==> config.mk <==
export PLATFORM = sky130hd
export DESIGN_NAME = hazard_unit_param
export DESIGN_NICKNAME = d
export VERILOG_FILES = /design/src/rtl/hazard_pkg.sv /design/src/rtl/hazard_tracker.sv /design/src/rtl/hazard_unit_param.sv
export SDC_FILE = /design/constraint.sdc
export NUM_CORES = 1
export LEC_CHECK = 0
export CELL_PAD_IN_SITES_DETAIL_PLACEMENT = 1
export CELL_PAD_IN_SITES_GLOBAL_PLACEMENT = 1
export CORE_MARGIN = 2
export CORE_UTILIZATION = 35
export CTS_BUF_LIST = sky130_fd_sc_hd__clkbuf_2
export DETAILED_ROUTE_END_ITERATION = 10
export GPL_ROUTABILITY_DRIVEN = 0
export GPL_TIMING_DRIVEN = 1
export PLACE_DENSITY = 0.75
export SYNTH_ARGS = -nofsm -noshare
export SYNTH_HDL_FRONTEND = slang
export SYNTH_SLANG_ARGS = --single-unit
==> constraint.sdc <==
create_clock -name clk -period 6 [get_ports clk]
set_input_delay 0.9 -clock clk [delete_from_list [all_inputs] [get_ports clk]]
set_output_delay 0.9 -clock clk [all_outputs]
set_load 0.005 [all_outputs]
==> src/rtl/hazard_pkg.sv <==
// Shared types and opcode decode helpers for the data-hazard resolver.
package hazard_pkg;

    localparam logic [6:0] OP_BRANCH = 7'b1100011;
    localparam logic [6:0] OP_STORE  = 7'b0100011;
    localparam logic [6:0] OP_OP     = 7'b0110011;
    localparam logic [6:0] OP_LOAD   = 7'b0000011;
    localparam logic [6:0] OP_LUI    = 7'b0110111;
    localparam logic [6:0] OP_AUIPC  = 7'b0010111;
    localparam logic [6:0] OP_JAL    = 7'b1101111;

    typedef struct packed {
        logic       valid;
        logic [4:0] rd;
        logic       is_load;
    } trk_entry_t;

    typedef enum logic {
        RUN   = 1'b0,
        STALL = 1'b1
    } hz_state_t;

    function automatic logic uses_rs1(input logic [6:0] opcode);
        return !(opcode == OP_LUI || opcode == OP_AUIPC || opcode == OP_JAL);
    endfunction

    function automatic logic uses_rs2(input logic [6:0] opcode);
        return (opcode == OP_BRANCH || opcode == OP_STORE || opcode == OP_OP);
    endfunction

    function automatic logic writes_rd(input logic [6:0] opcode);
        return !(opcode == OP_BRANCH || opcode == OP_STORE);
    endfunction

endpackage

==> src/rtl/hazard_tracker.sv <==
// Scoreboard of in-flight register writers, one entry per stage from execute
// (entry 0) to writeback (entry NUM_STAGES-1).
module hazard_tracker
    import hazard_pkg::*;
#(
    parameter int NUM_STAGES = 3
) (
    input  logic                        clk,
    input  logic                        rst_n,
    input  logic                        freeze,
    input  trk_entry_t                  ins,
    output trk_entry_t [NUM_STAGES-1:0] entries
);

    // Shift toward writeback each unfrozen cycle; the oldest entry retires.
    always_ff @(posedge clk) begin
        if (!rst_n) begin
            entries <= '0;
        end else if (!freeze) begin
            for (int i = NUM_STAGES - 1; i > 0; i--) begin
                entries[i] <= entries[i-1];
            end
            entries[0] <= ins;
        end
    end

endmodule

==> src/rtl/hazard_unit_param.sv <==
// Data-hazard resolver: forwarding selects, stall/bubble control and a
// saturating stall counter for the instruction held in decode.
//
//   state | meaning
//   ------+-----------------------------------------------------------
//   RUN   | last unfrozen cycle let decode advance (or flushed it)
//   STALL | last unfrozen cycle held PC/decode and bubbled execute
module hazard_unit_param
    import hazard_pkg::*;
#(
    parameter int NUM_STAGES   = 3,
    parameter int FORWARD_EN   = 1,
    parameter int LOAD_LATENCY = 1,
    parameter int CNT_W        = 16
) (
    input  logic             clk,
    input  logic             rst_n,
    input  logic [31:0]      dec_ir,
    input  logic             dec_valid,
    input  logic             branch_taken,
    input  logic             freeze,
    output logic             pc_write,
    output logic             dec_en,
    output logic             ex_bubble,
    output logic             dec_flush,
    output logic [2:0]       fwd_rs1_sel,
    output logic [2:0]       fwd_rs2_sel,
    output logic [CNT_W-1:0] stall_cycles
);

    localparam logic [2:0] LOAD_LAT = 3'(LOAD_LATENCY);

    trk_entry_t [NUM_STAGES-1:0] trk;
    trk_entry_t                  ins;
    hz_state_t                   state;
    hz_state_t                   next_state;

    logic [6:0] opcode;
    logic [4:0] rd;
    logic [4:0] rs1;
    logic [4:0] rs2;
    logic [3:0] res1;
    logic [3:0] res2;
    logic       hazard;
    logic       stall_now;
    logic       unused_bits;

    assign opcode      = dec_ir[6:0];
    assign rd          = dec_ir[11:7];
    assign rs1         = dec_ir[19:15];
    assign rs2         = dec_ir[24:20];
    assign unused_bits = ^{dec_ir[31:25], dec_ir[14:12]};

    // Returns {hazard, sel}. The downward scan leaves the youngest (lowest
    // index) matching writer as the winner. A hazarding source reports sel 0.
    function automatic logic [3:0] resolve(
        input logic [4:0]                  rs,
        input logic                        used,
        input trk_entry_t [NUM_STAGES-1:0] ents
    );
        logic       hit;
        logic [2:0] k;
        logic       ld;
        logic [3:0] res;
        hit = 1'b0;
        k   = 3'd0;
        ld  = 1'b0;
        res = 4'd0;
        for (int i = NUM_STAGES - 1; i >= 0; i--) begin
            if (ents[i].valid && ents[i].rd == rs) begin
                hit = 1'b1;
                k   = 3'(i);
                ld  = ents[i].is_load;
            end
        end
        if (used && rs != 5'd0 && hit) begin
            if (FORWARD_EN != 0 && (!ld || k >= LOAD_LAT)) begin
                res = {1'b0, 3'(k + 3'd1)};
            end else begin
                res = {1'b1, 3'd0};
            end
        end
        return res;
    endfunction

    // Per-source match against the tracker.
    always_comb begin
        res1   = resolve(rs1, uses_rs1(opcode), trk);
        res2   = resolve(rs2, uses_rs2(opcode), trk);
        hazard = dec_valid && (res1[3] || res2[3]);
    end

    // Next state and pipeline controls, reset > freeze > branch > hazard.
    always_comb begin
        pc_write    = 1'b1;
        dec_en      = 1'b1;
        ex_bubble   = 1'b0;
        dec_flush   = 1'b0;
        fwd_rs1_sel = 3'd0;
        fwd_rs2_sel = 3'd0;
        stall_now   = 1'b0;
        next_state  = RUN;
        if (rst_n) begin
            if (dec_valid) begin
                fwd_rs1_sel = res1[2:0];
                fwd_rs2_sel = res2[2:0];
            end
            if (freeze) begin
                pc_write   = 1'b0;
                dec_en     = 1'b0;
                next_state = state;
            end else if (branch_taken) begin
                dec_flush = 1'b1;
            end else if (hazard) begin
                pc_write   = 1'b0;
                dec_en     = 1'b0;
                ex_bubble  = 1'b1;
                stall_now  = 1'b1;
                next_state = STALL;
            end
        end
    end

    // Entry entering execute: only a real, advancing, unsquashed writer of a nonzero rd.
    always_comb begin
        ins = '0;
        if (dec_en && dec_valid && !branch_taken && writes_rd(opcode) && rd != 5'd0) begin
            ins.valid   = 1'b1;
            ins.rd      = rd;
            ins.is_load = (opcode == OP_LOAD);
        end
    end

    hazard_tracker #(
        .NUM_STAGES(NUM_STAGES)
    ) u_tracker (
        .clk    (clk),
        .rst_n  (rst_n),
        .freeze (freeze),
        .ins    (ins),
        .entries(trk)
    );

    // FSM state register.
    always_ff @(posedge clk) begin
        if (!rst_n) begin
            state <= RUN;
        end else begin
            state <= next_state;
        end
    end

    // Saturating count of hazard-stall cycles; freeze and branch cycles do not count.
    always_ff @(posedge clk) begin
        if (!rst_n) begin
            stall_cycles <= '0;
        end else if (stall_now && stall_cycles != {CNT_W{1'b1}}) begin
            stall_cycles <= stall_cycles + 1'b1;
        end
    end

    // A stall always bubbles execute, so STALL never coexists with a live entry 0.
    always @(posedge clk) begin
        if (rst_n && state == STALL) begin
            assert (!trk[0].valid);
        end
    end

endmodule

==> metrics, run 1 <==
status=finished, final reports clean; Tcrit/Tclk final=88.3%; Die Wd=85.7 um; cell area power density=160 nW/um^2; Pwr Total=0.000475 W; Leakage Power=1.10 nW; Max H-tree Level=2; setup TNS=0 ns; commonest non-fill, non-tap cells in the layout=52 x clkdlybuf4s50_1, 37 x dfxtp_1, 25 x nor2_1; number of synthesized flops with an enable pin=0; CTS sink cnt=37; IO buf count=52; leading cell type in the layout, fill and taps excluded=clkdlybuf4s50_1; fill count=765; Synth cell types=48; Worst path max stage delay=0.58 ns; CP Cell Sequence=clkdlybuf4s50_1, xor2_1, nor4_2, nand3_1, nor2b_1, inv_1, ha_1, inv_1, a41o_1, a31oi_1, a32oi_2, nor4_1, clkdlybuf4s50_1; ys async rst share=0%; # diodes=0; DIE AREA=7340 um^2; HP Class=flop to flop; Least-Margin Pin Slew=0.970 ns; post-CTS setup buffer count=0; ratio of cells with drive above 1 in the final layout=5.86%; vias in the first global route=2164; Reg clk slew, reported paths=0.21 ns; post-route cell area=2980 um^2; drc violations=0; detailed placer's ending HPWL=5170 um; Final setup viols=0; Seq cells post-synth=37; WL final=6620 um; Synth-to-Final Area Change=27.4%; Placed Area=2910 um^2; CORE AREA=6390 um^2; Worst Setup Path Type=input pin to output port; pre-CTS setup slack=0.725 ns; post-synthesis cell count=273; total congestion overflow=0; Die H=85.7 um; initial antenna violation count=0; gr usage total=18.9%; Yosys Warn Count=0; DR iter-0 viols=90; Critical Path AT=4.40 ns; Clk Tree Root Cell=clkbuf_2; min Tclk post-route=5.30 ns; CTS tree=yes; Main synth FF type=dfxtp_1; Via density=5.44; largest net degree at the start of global routing=27; Clock Path Buffers=2; Pre-Repair DR Iteration Count=4; Cell Rows=29; total of max-cap violations=0; via count=2182; Syn Std Cell Area=2330 um^2; Syn Nets=315; number of I/O pins=63; Final WS setup=0.703 ns; critical path's slowest cell=clkdlybuf4s50_1; highest clock rate=0.189 GHz; Pins Over Slew Limit=0; slew margin rel.=35.1%; CTS Hold Bufs=0; cts bufs inserted=5; final hold viol count=0; Clock Skew=0.0174 ns; Mean Syn Cell Area=8.55 um^2; hold slack final=0.499 ns; Worst-Skew Late Latency=0.40 ns; Starting Density=36.6%; post-route antenna net violation count=0; maximum vdd drop=98.5 uV; global-route wire length before repair=11100 um; sequential-to-total area share from yosys stat=31.7%; Worst Path Max Fanout=15; RSZ-0062 raised after global routing=no; Avg WL per Cell=16.5 um; WP data required=5.10 ns; CP Capture Type=output port; Nets=365; startpoint type of the worst setup path=input pin; Resized Gates After CTS=0
cells in the mapped netlist, types with 2 or more instances:
cell type,number,share of area (%)
a31oi_1,2,0.54
nor4_2,3,1.6
inv_2,2,0.32
inv_1,12,1.9
or4_1,9,2.9
ha_1,5,2.7
nand2b_1,5,1.3
nand3_1,10,2.1
dfxtp_1,37,32
xor2_1,19,7.1
nor3_1,6,1.3
a32o_1,2,0.86
nor4_1,4,1.1
o211ai_1,2,0.64
and3_1,8,2.1
nand2_1,20,3.2
o31ai_1,10,3.2
xnor2_1,10,3.8
and2_1,6,1.6
o21ai_1,2,0.43
mux2i_1,17,7.3
and4_1,2,0.75
a22o_1,6,2.3
clkbuf_1,6,0.96
nor2_1,25,4.0
nand3_2,2,0.86
a31oi_2,2,1.1
a21oi_1,11,2.4
nand4_1,8,2.1
o21a_1,2,0.64
registers in the layout, indices dropped and copies added (netlist names):
name / count
u_tracker.entries: 21
stall_cycles: 16
cell families (layout without fill, tap and decap cells):
kind of cell	count (synthesis)	in the layout	share of synthesized area, %
flip-flops	37	37	31.7
buffers and inverters	24	75	4.39
XOR/XNOR	29	29	10.9
multiplexers	17	17	7.29
AND/OR/NAND/NOR	113	113	26.7
AO/OA/AOI/OAI	48	48	16.3
adder cells (fa/ha/maj)	5	5	2.68
power by group:
group	internal (W)	total, W	switching, W
clock network	0.0000690	0.000163	0.0000940
registers	0.000248	0.000251	0.00000299
logic	0.0000298	0.0000609	0.0000311
worst paths after layout:
path              depth (start not counted)  slack, ns          endpoint                  from
setup / recovery                         13       0.70         ex_bubble            dec_ir[16]
hold / removal                            2       0.50   stall_cycles[8]       stall_cycles[8]
setup reg to reg                         13       2.63  stall_cycles[12]  u_tracker.entries[2]
hold reg to reg                           2       0.50   stall_cycles[8]       stall_cycles[8]
metrics by stage:
step,cells,utilization [%]
2_1_floorplan,273,-
3_3_place_gp,393,45.6
3_5_place_dp,393,45.6
4_1_cts,401,46.6
5_1_grt,401,46.6
6_report,401,46.6
routing by layer:
metal / track usage, % / part of all wire (%) / routed length (um)
met1: 25.9 / 50 / 3320
met2: 31.1 / 46 / 3020
met3: 3.37 / 3.0 / 197
met4: 4.47 / 1.2 / 78
met5: 0 / 0 / 0
critical path, delay by kind of cell:
| kind | cells | cell delay (ns) |
|---|---|---|
| XOR/XNOR | 1 | 0.21 |
| adder cells (fa/ha/maj) | 1 | 0.14 |
| AND/OR/NAND/NOR | 4 | 1.15 |
| AO/OA/AOI/OAI | 3 | 0.78 |
| buffers and inverters | 4 | 1.22 |
area by class of cell:
cell class | count | area, um^2 | area share, %
multi-input combinational | 212 | 1490 | 50.1
sequential | 37 | 741 | 24.9
timing repair buffer | 53 | 528 | 17.7
tap | 77 | 96.3 | 3.24
inverter | 14 | 52.6 | 1.77
clock inverter | 3 | 41.3 | 1.39
clock buffer | 5 | 25.0 | 0.841
(Power assumes the default switching activity.)
==> run 2, diff against run 1 <==
--- a/constraint.sdc
+++ b/constraint.sdc
@@ -3,2 +3,2 @@
 set_output_delay 0.9 -clock clk [all_outputs]
-set_load 0.005 [all_outputs]
+set_load 0.05 [all_outputs]
==> run 2 against run 1 <==
  * Clock skew fell by 0.0012 ns
  * Sequential cell count stayed put
  * Final area rose by 0.42%
  * Worst setup slack lost 0.11 ns
  * Routed wire length down 1.8%
  * Critical endpoint is now dec_en
  * Worst hold slack got worse by 0.0037 ns
  * Largest cell class unchanged
  * Critical path depth rose by 2
==> metrics, run 2 (synthesized netlist as in run 1, its figures left out) <==
status=finished, final reports clean (unchanged); Cell Rows=29 (unchanged); fill count=749 (was 765); Pint=0.000349 W (was 0.000347 W); Die H=85.7 um (unchanged); leading cell type in the layout, fill and taps excluded=clkdlybuf4s50_1 (unchanged); Max H-tree Level=2 (unchanged); cts bufs inserted=5 (unchanged); Avg WL per Cell=16.2 um (was 16.5 um); Least-Margin Pin Slew=0.709 ns (was 0.970 ns); Tcrit/Tclk final=90.2% (was 88.3%); largest registers=u_tracker.entries: 21 flops, stall_cycles: 16 flops (unchanged); total congestion overflow=0 (unchanged); maximum vdd drop=122 uV (was 98.5 uV); # diodes=0 (unchanged); CTS sink cnt=37 (unchanged); ratio of cells with drive above 1 in the final layout=6.46% (was 5.86%); cell area power density=161 nW/um^2 (was 160 nW/um^2); sw frac=27.4% (was 27.0%); post-CTS setup buffer count=0 (unchanged); DIE AREA=7340 um^2 (unchanged); Largest register FFs=21 (unchanged); final hold viol count=0 (unchanged); HP Class=flop to flop (unchanged); Leakage Power=1.11 nW (was 1.10 nW); DR iter-0 viols=77 (was 90); Clk Tree Root Cell=clkbuf_2 (unchanged); Resized Gates After CTS=0 (unchanged); Synth-to-Final Area Change=28.0% (was 27.4%); highest clock rate=0.185 GHz (was 0.189 GHz); Clock Path Buffers=2 (unchanged); P_sw=0.000132 W (was 0.000128 W); WL final=6510 um (was 6620 um); Final WS setup=0.591 ns (was 0.703 ns); Clock Skew=0.0162 ns (was 0.0174 ns); vias in the first global route=2129 (was 2164); detailed placer's ending HPWL=5120 um (was 5170 um); number of I/O pins=63 (unchanged); Worst-Skew Late Latency=0.40 ns (about the same); total of max-cap violations=0 (unchanged); CORE AREA=6390 um^2 (unchanged); largest net degree at the start of global routing=28 (was 27); Critical Path End=dec_en (was ex_bubble); Logic pwr share=13.4% (was 12.8%); Pins Over Slew Limit=0 (unchanged); Die Wd=85.7 um (unchanged); Sequential Power Share=52.2% (was 52.9%); Crit. Startpoint=dec_ir[16] (unchanged); slew margin rel.=52.3% (was 35.1%); worst r2r path cells=13 (unchanged); CTS Hold Bufs=0 (unchanged); min Tclk post-route=5.41 ns (was 5.30 ns); initial antenna violation count=0 (unchanged); CP Capture Type=output port (unchanged); setup slack, reg-to-reg=2.85 ns (was 2.63 ns); RSZ-0062 raised after global routing=no (unchanged); gr usage total=18.1% (was 18.9%); drc violations=0 (unchanged); Reg clk slew, reported paths=0.22 ns (was 0.21 ns); global-route wire length before repair=10600 um (was 11100 um); Final setup viols=0 (unchanged); pre-CTS setup slack=0.624 ns (was 0.725 ns); Pre-Repair DR Iteration Count=4 (unchanged); via count=2229 (was 2182); IO buf count=52 (unchanged); Critical R2R Launch=u_tracker.entries[2] (unchanged); Worst Path Max Fanout=27 (was 15); Pwr Total=0.000481 W (was 0.000475 W); Nets=366 (was 365); setup TNS=0 ns (unchanged); WP data required=5.10 ns (about the same); post-route antenna net violation count=0 (unchanged); startpoint type of the worst setup path=input pin (unchanged); Starting Density=36.6% (unchanged); Critical Path AT=4.51 ns (was 4.40 ns); commonest non-fill, non-tap cells in the layout=52 x clkdlybuf4s50_1, 37 x dfxtp_1, 25 x nor2_1 (unchanged); register bank with the most flops=u_tracker.entries (unchanged); Via density=5.54 (was 5.44); r2r endpoint=stall_cycles[15] (was stall_cycles[12]); CTS tree=yes (unchanged); Worst Setup Path Type=input pin to output port (unchanged); Clock power frac=34.3% (about the same)
[run 2: cell types whose count changed in the layout (fill, tap and decap cells not counted)]
cell / change
buf_4: +1
clkinv_1: -1
clkinv_4: +1
[run 2: power by group through the flow]
stage	combinational [W]	clock (W)	sequential, W
6_report	0.0000646	0.000165	0.000251
5_1_grt	0.0000701	0.000181	0.000252
2_1_floorplan	0.0000326	0	0.000255
3_3_place_gp	0.0000634	0	0.000256
4_1_cts	0.0000653	0.000169	0.000251
3_5_place_dp	0.0000650	0	0.000256
[run 2: critical path: stages]
cell and delay, ns:
clkdlybuf4s50_1 0.52, xor2_1 0.20, nor4_2 0.33, nand3_1 0.19
nor2b_1 0.19, inv_1 0.07, ha_1 0.13, inv_1 0.04
a41o_1 0.20, a31oi_1 0.32, a32oi_2 0.12, buf_4 0.25
nor3_1 0.17, o21ai_1 0.12, clkdlybuf4s50_1 0.75
[run 2: final cells by class]
cell class | count | area, um^2 | share of cell area, %
Clock buffer | 5 | 25.0 | 0.838
Clock inverter | 3 | 46.3 | 1.55
Inverter | 14 | 52.6 | 1.76
Multi-Input combinational cell | 212 | 1490 | 49.9
Sequential cell | 37 | 741 | 24.8
Tap cell | 77 | 96.3 | 3.22
Timing Repair Buffer | 54 | 536 | 17.9
[run 2: worst min path at each step]
stage                               from                   end  cells past startpoint
CTS                      stall_cycles[8]       stall_cycles[8]                      2
finish                   stall_cycles[8]       stall_cycles[8]                      2
floorplan           u_tracker.entries[0]  u_tracker.entries[0]                      1
global route             stall_cycles[8]       stall_cycles[8]                      2
detailed placement       stall_cycles[8]       stall_cycles[8]                      2
global placement         stall_cycles[8]       stall_cycles[8]                      2
[run 2: per-layer routing]
metal	track usage (%)	routed length, um
met3	3.08	216
met1	24.2	3200
met4	3.90	46
met5	0	0
met2	30.8	3040
[run 2: stage by stage]
stage               hold WS (ns)  instance area, um^2  cells  utilization (%)
floorplan                  0.485                 2330    273                -
global placement           0.465                 2920    394             45.7
detailed placement         0.476                 2920    394             45.7
CTS                        0.500                 2990    402             46.8
global route               0.541                 2990    402             46.8
finish                     0.496                 2990    402             46.8
==> run 3, diff against run 2 <==
- PLACE_DENSITY: 0.75 -> default
- PLACE_DENSITY_LB_ADDON: default -> 0.1
- SYNTH_HIERARCHICAL: default -> 1
==> run 3 against run 2 <==
  * Global-route usage up 0.88 points
  * Power down 10%
  * Clock-buffer cell count up 1
  * Clock power down 32%
  * Register-to-register slack worse by 0.44 ns
  * Worst setup slack worse by 0.066 ns
  * Synthesized cell count up 7.3%
  * Maximum frequency down 1.2%
  * Highest routed layer unchanged
==> metrics, run 3 <==
Main synth FF type=dfxtp_1 (unchanged); Cell Rows=30 (was 29); IO buf count=52 (unchanged); WL final=6990 um (was 6510 um); Tcrit/Tclk final=91.3% (was 90.2%); CTS sink cnt=37 (unchanged); status=finished, final reports clean (unchanged); Reg clk slew, reported paths=0.19 ns (was 0.22 ns); Mean Syn Cell Area=8.38 um^2 (was 8.55 um^2); Clock Path Buffers=2 (unchanged); number of synthesized flops with an enable pin=0 (unchanged); Largest register FFs=21 (unchanged); gr usage total=19.0% (was 18.1%); min Tclk post-route=5.48 ns (was 5.41 ns); register bank with the most flops=u_tracker/entries (was u_tracker.entries); # diodes=0 (unchanged); post-CTS setup buffer count=0 (unchanged); post-route antenna net violation count=0 (unchanged); CORE AREA=6790 um^2 (was 6390 um^2); Pins Over Slew Limit=0 (unchanged); HP Class=flop to flop (unchanged); Clk Tree Root Cell=clkbuf_2 (unchanged); startpoint type of the worst setup path=input pin (unchanged); Avg WL per Cell=15.9 um (was 16.2 um); Seq cells post-synth=37 (unchanged); Die Wd=87.8 um (was 85.7 um); WP data required=5.10 ns (about the same); RSZ-0062 raised after global routing=no (unchanged); cts bufs inserted=5 (unchanged); Placed Cells=432 (was 394); highest clock rate=0.183 GHz (was 0.185 GHz); Worst-Skew Late Latency=0.39 ns (was 0.40 ns); leading cell type in the layout, fill and taps excluded=clkdlybuf4s50_1 (unchanged); Post-Layout Cell Count=439 (was 402); post-synthesis cell count=293 (was 273); detailed placer's ending HPWL=5440 um (was 5120 um); Synth cell types=40 (was 48); via count=2287 (was 2229); CP Capture Type=output port (unchanged); Worst Path Max Fanout=4 (was 27); Least-Margin Pin Slew=0.613 ns (was 0.709 ns); Critical Path AT=4.58 ns (was 4.51 ns); commonest non-fill, non-tap cells in the layout=50 x clkdlybuf4s50_1, 37 x dfxtp_1, 23 x nand2_1, 23 x nor2b_1, 22 x mux2i_1 (was 52 x clkdlybuf4s50_1, 37 x dfxtp_1, 25 x nor2_1); Worst Setup Path Type=input pin to output port (unchanged); maximum vdd drop=65.7 uV (was 122 uV); number of I/O pins=63 (unchanged); vias in the first global route=2251 (was 2129); Yosys top cell area share=30.2% (was 31.7%); count leader, synth=dfxtp_1 (unchanged); initial antenna violation count=0 (unchanged); Via density=5.21 (was 5.54); Yosys Warn Count=6 (was 0); Final setup viols=0 (unchanged); CP Cell Sequence=clkdlybuf4s50_1, xor2_1, nor4_1, nand3_1, nor2b_1, inv_1, ha_1, inv_1, a41o_1, a31oi_1, a32oi_2, nor3_1, clkdlybuf4s50_1 (was clkdlybuf4s50_1, xor2_1, nor4_2, nand3_1, nor2b_1, inv_1, ha_1, inv_1, a41o_1, a31oi_1, a32oi_2, buf_4, nor3_1, o21ai_1, clkdlybuf4s50_1); CTS tree=yes (unchanged); sequential-to-total area share from yosys stat=30.2% (was 31.7%); critical path's slowest cell=clkdlybuf4s50_1 (unchanged); Synth-to-Final Area Change=24.2% (was 28.0%); Syn Nets=335 (was 315); Syn Std Cell Area=2450 um^2 (was 2330 um^2); Leakage Power=1.15 nW (was 1.11 nW); ratio of cells with drive above 1 in the final layout=3.79% (was 6.46%); Starting Density=36.1% (was 36.6%); largest registers=u_tracker/entries: 21 flops, stall_cycles: 16 flops (was u_tracker.entries: 21 flops, stall_cycles: 16 flops); largest net degree at the start of global routing=34 (was 28); setup TNS=0 ns (unchanged); Die H=87.8 um (was 85.7 um); Nets=385 (was 366); Resized Gates After CTS=0 (unchanged); Commonest cells post-synth=37 x dfxtp_1, 23 x nand2_1, 23 x nor2b_1 (was 37 x dfxtp_1, 25 x nor2_1, 20 x nand2_1); total congestion overflow=0 (unchanged); cell area power density=141 nW/um^2 (was 161 nW/um^2); post-synth top area cell=dfxtp_1 (unchanged); Worst path max stage delay=0.85 ns (was 0.75 ns); Pre-Repair DR Iteration Count=4 (unchanged); global-route wire length before repair=11300 um (was 10600 um); largest cells by area after synthesis=dfxtp_1 30%, mux2i_1 9.0%, xor2_1 6.8%, nor2b_1 5.9%, a21oi_1 3.7% (was dfxtp_1 32%, mux2i_1 7.3%, xor2_1 7.1%, nor2_1 4.0%, xnor2_1 3.8%); Clock Skew=0.0165 ns (was 0.0162 ns); DR iter-0 viols=55 (was 77); ys async rst share=0% (unchanged); drc violations=0 (unchanged); DIE AREA=7700 um^2 (was 7340 um^2); Max H-tree Level=2 (unchanged); final hold viol count=0 (unchanged); slew margin rel.=58.7% (was 52.3%); CTS Hold Bufs=0 (unchanged); total of max-cap violations=0 (unchanged)
## run 3: kinds of logic after synthesis
group,share of synthesized area [%]
compound gates,13.0
fa+ha+maj,2.55
mux,8.97
xor+xnor,10.3
simple gates,29.1
buf+inv,5.81
flops,30.2
## run 3: layout make-up
type / instances / area [um^2]
Fill cell: 816 / 3740
Multi-Input combinational cell: 232 / 1570
Sequential cell: 37 / 741
Timing Repair Buffer: 55 / 538
Tap cell: 96 / 120
Inverter: 12 / 45.0
Clock buffer: 6 / 30.0
Clock inverter: 1 / 3.75
## run 3: critical path: cells and delay by family
kind / cells / cell delay (ns)
xor gates and xnor gates: 1 / 0.20
adders and majority gates: 1 / 0.13
buffers and inverters: 4 / 1.51
and+or+nand+nor: 4 / 1.27
AOI/OAI and AO/OA: 3 / 0.56
## run 3: final timing paths
check | startpoint | endpoint | slack [ns] | depth (start not counted)
min | stall_cycles[13] | stall_cycles[13] | 0.50 | 2
max | dec_ir[24] | ex_bubble | 0.52 | 13
min reg2reg | stall_cycles[13] | stall_cycles[13] | 0.50 | 2
max reg2reg | u_tracker/entries[5] | u_tracker/entries[1] | 2.41 | 15
## run 3: where the power goes
group          switching, W  internal, W   total, W
Clock             0.0000850    0.0000272   0.000112
Sequential       0.00000241     0.000248   0.000250
Combinational     0.0000365    0.0000325  0.0000690
## run 3: metal layers
metal,GRT usage (%),vias up,wire [um]
li1,-,1151,-
met1,28.2,1084,3650
met2,28.4,47,3030
met3,3.02,5,243
met4,5.17,0,59
met5,0,-,0
## run 3: metrics by stage
stage          hold WS (ns)  power, W  utilization, %  setup slack [ns]  instance area [um^2]
2_1_floorplan         0.501  0.000293               -              1.27                  2450
3_3_place_gp          0.472  0.000323            44.4             0.665                  3020
3_5_place_dp          0.482  0.000324            44.4             0.575                  3020
4_1_cts               0.507  0.000439            44.9             0.550                  3050
5_1_grt               0.550  0.000453            44.9             0.394                  3050
6_report              0.496  0.000431            44.9             0.525                  3050
